`config.mk`:
```
export PLATFORM = sky130hd
export DESIGN_NAME = cla_serial_add_ctrl
export DESIGN_NICKNAME = d
export VERILOG_FILES = /design/src/rtl/cla_serial_add_ctrl_pkg.sv /design/src/rtl/cla_slice4.sv /design/src/rtl/cla_serial_add_ctrl.sv
export SDC_FILE = /design/constraint.sdc
export NUM_CORES = 1
export LEC_CHECK = 0
export BUFFER_PORTS_ARGS = -buffer_cell sky130_fd_sc_hd__buf_2
export CELL_PAD_IN_SITES_DETAIL_PLACEMENT = 0
export CELL_PAD_IN_SITES_GLOBAL_PLACEMENT = 1
export CORE_AREA = 2 2 80 82
export CTS_BUF_LIST = sky130_fd_sc_hd__clkbuf_2
export CTS_CLUSTER_SIZE = 12
export DETAILED_ROUTE_END_ITERATION = 12
export DIE_AREA = 0 0 82 84
export GPL_TIMING_DRIVEN = 0
export PLACE_DENSITY = 0.95
export SLEW_MARGIN = 20
export SYNTH_ARGS = -nofsm -noshare
export SYNTH_HDL_FRONTEND = slang
export SYNTH_SLANG_ARGS = --single-unit
```
`constraint.sdc`:
```
create_clock -name clk -period 7.5 [get_ports clk]
set_clock_uncertainty 0.05 [all_clocks]
set_input_delay 1.5 -clock clk [delete_from_list [all_inputs] [get_ports clk]]
set_output_delay 1.5 -clock clk [all_outputs]
set_load 0.005 [all_outputs]
```
`src/rtl/cla_serial_add_ctrl_pkg.sv`:
```
// Shared constants and state encoding for the nibble-serial CLA add/sub sequencer.
package cla_serial_add_ctrl_pkg;

  // Width of the reused carry-lookahead slice.
  localparam int unsigned NIBW = 4;

  // Sequencer states; encodings are fixed so external debug taps stay stable.
  typedef enum logic [1:0] {
    ST_IDLE = 2'd0,
    ST_RUN  = 2'd1,
    ST_DONE = 2'd2
  } state_e;

endpackage

```
`src/rtl/cla_slice4.sv`:
```
// Combinational 4-bit carry-lookahead adder slice.
module cla_slice4
  import cla_serial_add_ctrl_pkg::*;
(
  input  logic [NIBW-1:0] a,
  input  logic [NIBW-1:0] b,
  input  logic            cin,
  output logic [NIBW-1:0] s,
  output logic            cout
);

  logic [NIBW-1:0] g;
  logic [NIBW-1:0] p;
  logic [NIBW:0]   c;

  // Carries are flattened generate/propagate sums, so no carry ripples through the slice.
  always_comb begin
    g    = a & b;
    p    = a ^ b;
    c[0] = cin;
    c[1] = g[0] | (p[0] & cin);
    c[2] = g[1] | (p[1] & g[0]) | (p[1] & p[0] & cin);
    c[3] = g[2] | (p[2] & g[1]) | (p[2] & p[1] & g[0]) | (p[2] & p[1] & p[0] & cin);
    c[4] = g[3] | (p[3] & g[2]) | (p[3] & p[2] & g[1]) | (p[3] & p[2] & p[1] & g[0])
         | (p[3] & p[2] & p[1] & p[0] & cin);
    s    = p ^ c[NIBW-1:0];
    cout = c[NIBW];
  end

endmodule

```
`src/rtl/cla_serial_add_ctrl.sv`:
```
// Nibble-serial add/subtract sequencer: one 4-bit CLA slice reused LSB nibble first,
// with valid/ready handshakes on both the operand and result sides.
module cla_serial_add_ctrl
  import cla_serial_add_ctrl_pkg::*;
#(
  parameter int unsigned WIDTH = 16
) (
  input  logic             clk,
  input  logic             rst,
  input  logic             in_valid,
  output logic             in_ready,
  input  logic [WIDTH-1:0] a,
  input  logic [WIDTH-1:0] b,
  input  logic             c_in,
  input  logic             sub,
  output logic             out_valid,
  input  logic             out_ready,
  output logic [WIDTH-1:0] sum,
  output logic             c_out,
  output logic             ovf,
  output logic             busy
);

  localparam int unsigned NSTEP = WIDTH / NIBW;
  localparam int unsigned IW    = (NSTEP > 1) ? $clog2(NSTEP) : 1;

  state_e                     state_q;
  logic [IW-1:0]              idx_q;
  logic [NSTEP-1:0][NIBW-1:0] a_q;
  logic [NSTEP-1:0][NIBW-1:0] b_q;
  logic [NSTEP-1:0][NIBW-1:0] sum_q;
  logic                       carry_q;
  logic                       c_out_q;
  logic                       ovf_q;
  logic                       in_ready_q;
  logic                       out_valid_q;
  logic                       busy_q;

  logic [NIBW-1:0]            slice_s_c;
  logic                       slice_co_c;
  logic                       last_c;

  // The single shared slice always works on the nibble selected by idx.
  cla_slice4 u_slice (
    .a    (a_q[idx_q]),
    .b    (b_q[idx_q]),
    .cin  (carry_q),
    .s    (slice_s_c),
    .cout (slice_co_c)
  );

  assign last_c = (idx_q == IW'(NSTEP - 1));

  // Sequencer state, operand/result registers and registered handshake outputs.
  always_ff @(posedge clk) begin
    if (rst) begin
      state_q     <= ST_IDLE;
      idx_q       <= '0;
      a_q         <= '0;
      b_q         <= '0;
      sum_q       <= '0;
      carry_q     <= 1'b0;
      c_out_q     <= 1'b0;
      ovf_q       <= 1'b0;
      in_ready_q  <= 1'b1;
      out_valid_q <= 1'b0;
      busy_q      <= 1'b0;
    end else begin
      case (state_q)
        ST_IDLE: begin
          if (in_valid && in_ready_q) begin
            // Subtraction is a + ~b + 1, so invert b and force the carry-in here.
            a_q        <= a;
            b_q        <= sub ? ~b : b;
            carry_q    <= sub | c_in;
            idx_q      <= '0;
            sum_q      <= '0;
            state_q    <= ST_RUN;
            in_ready_q <= 1'b0;
            busy_q     <= 1'b1;
          end
        end
        ST_RUN: begin
          sum_q[idx_q] <= slice_s_c;
          carry_q      <= slice_co_c;
          idx_q        <= idx_q + IW'(1);
          if (last_c) begin
            c_out_q     <= slice_co_c;
            ovf_q       <= (a_q[NSTEP-1][NIBW-1] == b_q[NSTEP-1][NIBW-1]) &&
                           (slice_s_c[NIBW-1] != a_q[NSTEP-1][NIBW-1]);
            state_q     <= ST_DONE;
            out_valid_q <= 1'b1;
          end
        end
        ST_DONE: begin
          if (out_ready) begin
            state_q     <= ST_IDLE;
            out_valid_q <= 1'b0;
            busy_q      <= 1'b0;
            in_ready_q  <= 1'b1;
          end
        end
        default: begin
          state_q     <= ST_IDLE;
          out_valid_q <= 1'b0;
          busy_q      <= 1'b0;
          in_ready_q  <= 1'b1;
        end
      endcase
    end
  end

  assign in_ready  = in_ready_q;
  assign out_valid = out_valid_q;
  assign busy      = busy_q;
  assign sum       = sum_q;
  assign c_out     = c_out_q;
  assign ovf       = ovf_q;

endmodule
```
==> reports/metrics.cfg <==
[synthesis]
netlist_instances=288
avgSynthCellArea_sq_um=9.158
synth_area_sq_um=2638
synth_cell_types=34
synthFlopType=dfxtp_1
synth_edf_count=0
ys_async_sr_fraction_pct=0
yosys.area.top_type=dfxtp_1
ys_warn_count=0
synth_top_area_share_pct=44.02
ys_ff_latch=58
synth.top_cells.by_area=dfxtp_1 44%, mux4_2 6.8%, a21oi_1 6.6%
ys_seq_area_share_pct=44.02
synth_nets=336

[setup_path]
worstPathArrival_ps=3180
end_kind=flop
cp-start-kind=flop
path_class=reg2reg
critPathRequiredTime_ps=7840
crit_path_max_fanout=9

[clocking]
cts_buffers=9
htree_levels=3
postCtsHoldBufs=0
cts_setup_buffers=0
cts.clk_slew.worst_paths_ps=170
clockBufferDepth=2
cts_sinks=58
clock-root-buffer=clkbuf_2
worstSkewPairLatency_ps=500
cts_tree=built
cts.repair.resized=0

[routing]
via_count=2303
wl_per_cell_microns=14.42
drt_iter0_drc=88
drt_wl_total_microns=6301
vias_per_cell=5.270
dr.pass1.iters=4
route.detailed.drc=0
detail-route-antenna-nets=0

[global_routing]
antenna_found_initial=0
grt-ovfl-total=0
grt_pass1_vias=2326
grt_max_degree=11
track_usage_pct=20.21
grt_pass1_wl_microns=10560

[sta]
fin_hold_ws_ps=415.4
fin_crit_sh_pct=37.87
hold_viol_final=0
slew_violations=0
fin_crit_ps=2840
fmax_mhz=352.1
tightest_slew_ps=612.6
slew_headroom_pct=59.16
setup_viol=0
tns_ps=0
rsz0062_at_grt=no

[die]
die-width_microns=82
row_count=29
dieArea_sq_um=6888
die_h_microns=84
fp.coreArea_sq_um=6096
ios=59
initial_core_util_pct=43.27

[cells_and_area]
area_growth_pct=19.26
final_common_cell=buf_2
final_nets=403
post-route-util_pct=51.60
final_layout_size_suffix_gt1_share_pct=26.39
nFillCells=618
final_cell_mix=66 x buf_2, 58 x dfxtp_1, 41 x nand2_1
final_cells=437
diodes=0

[placed_design]
dp.cells=421
hpwl_microns=4626
portBuffers=56
gp_congestion=0.8100

[min_path]
hold_class=reg2reg

[pwr]
power_leakage_uw=0.001298
power_density_nw_per_um2=217.4
ir_drop_uv=114.5

[run]
max_cap_violations=0

[status]
status=completed

==> logic make-up after synthesis <==
family / Yosys count / synth area share, %
AOI/OAI and AO/OA: 68 / 16.70
and+or+nand+nor: 101 / 17.27
xor gates and xnor gates: 18 / 5.977
adders and majority gates: 10 / 5.029
DFF: 58 / 44.02
buffers and inverters: 25 / 4.175
muxes: 8 / 6.831
==> synth_stat cells, drive strengths merged (3+ instances only) <==
master	count
dfxtp	58
nand2	41
xnor2	16
a211oi	19
a21o	3
a21oi	35
clkbuf	10
nor2	23
nor2b	3
ha	9
o31ai	4
mux4	8
buf	13
nand3	23
nand4	3
==> final cells by class <==
cell class | instances | area (sq um) | area share [%]
repair buffers | 56 | 280.3 | 8.910
plain buffers | 23 | 102.6 | 3.262
inverters | 2 | 7.507 | 0.2387
clock buffers | 10 | 50.05 | 1.591
multi-input cells | 205 | 1366 | 43.44
clock inverters | 6 | 81.33 | 2.586
well taps | 77 | 96.34 | 3.063
flip-flops and latches | 58 | 1161 | 36.91
==> through the flow <==
stage          setup slack, ps  area, sq um  total power, uW
5_1_grt                   4542         3146            722.5
3_3_place_gp              4640         3014            461.8
2_1_floorplan             4906         2638            426.7
4_1_cts                   4648         3146            688.3
3_5_place_dp              4625         3014            464.8
6_report                  4660         3146            683.8
==> final timing paths <==
| path | start | endpoint | slack [ps] | depth (start not counted) |
|---|---|---|---|---|
| worst max-delay path | idx_q[0] | ovf | 4660 | 7 |
| worst min-delay path | a_q[1] | a_q[1] | 420 | 2 |
| worst max register to register | idx_q[0] | ovf | 4660 | 7 |
| worst min register to register | a_q[1] | a_q[1] | 420 | 2 |
==> worst max-delay path, stage by stage, from the launching register on <==
cell and delay [ps]:
dfxtp_1 410, buf_2 320, mux4_2 610, ha_1 330
a21o_1 210, a311o_2 460, a221oi_2 270, nor4_2 80
==> power breakdown <==
group	total [uW]	internal, uW	switching (uW)
registers	338	327	11.1
clock network	225	110	116
logic	120	50.4	70.0
==> registers in the layout, indices dropped and copies added (netlist names) <==
register,cells
in_ready,1
b_q,16
sum,16
out_valid,1
carry_q,1
idx_q,2
c_out,1
busy,1
a_q,16
state_q,2
ovf,1
==> layer usage <==
metal	vias to the layer above	part of all wire, %	GRT usage (%)
met5	-	0	0
li1	1154	-	-
met1	1072	44	24.35
met2	64	49	33.63
met4	0	1.4	6.970
met3	13	5.4	6.061
Note: power is estimated with default switching activity, not from simulation.
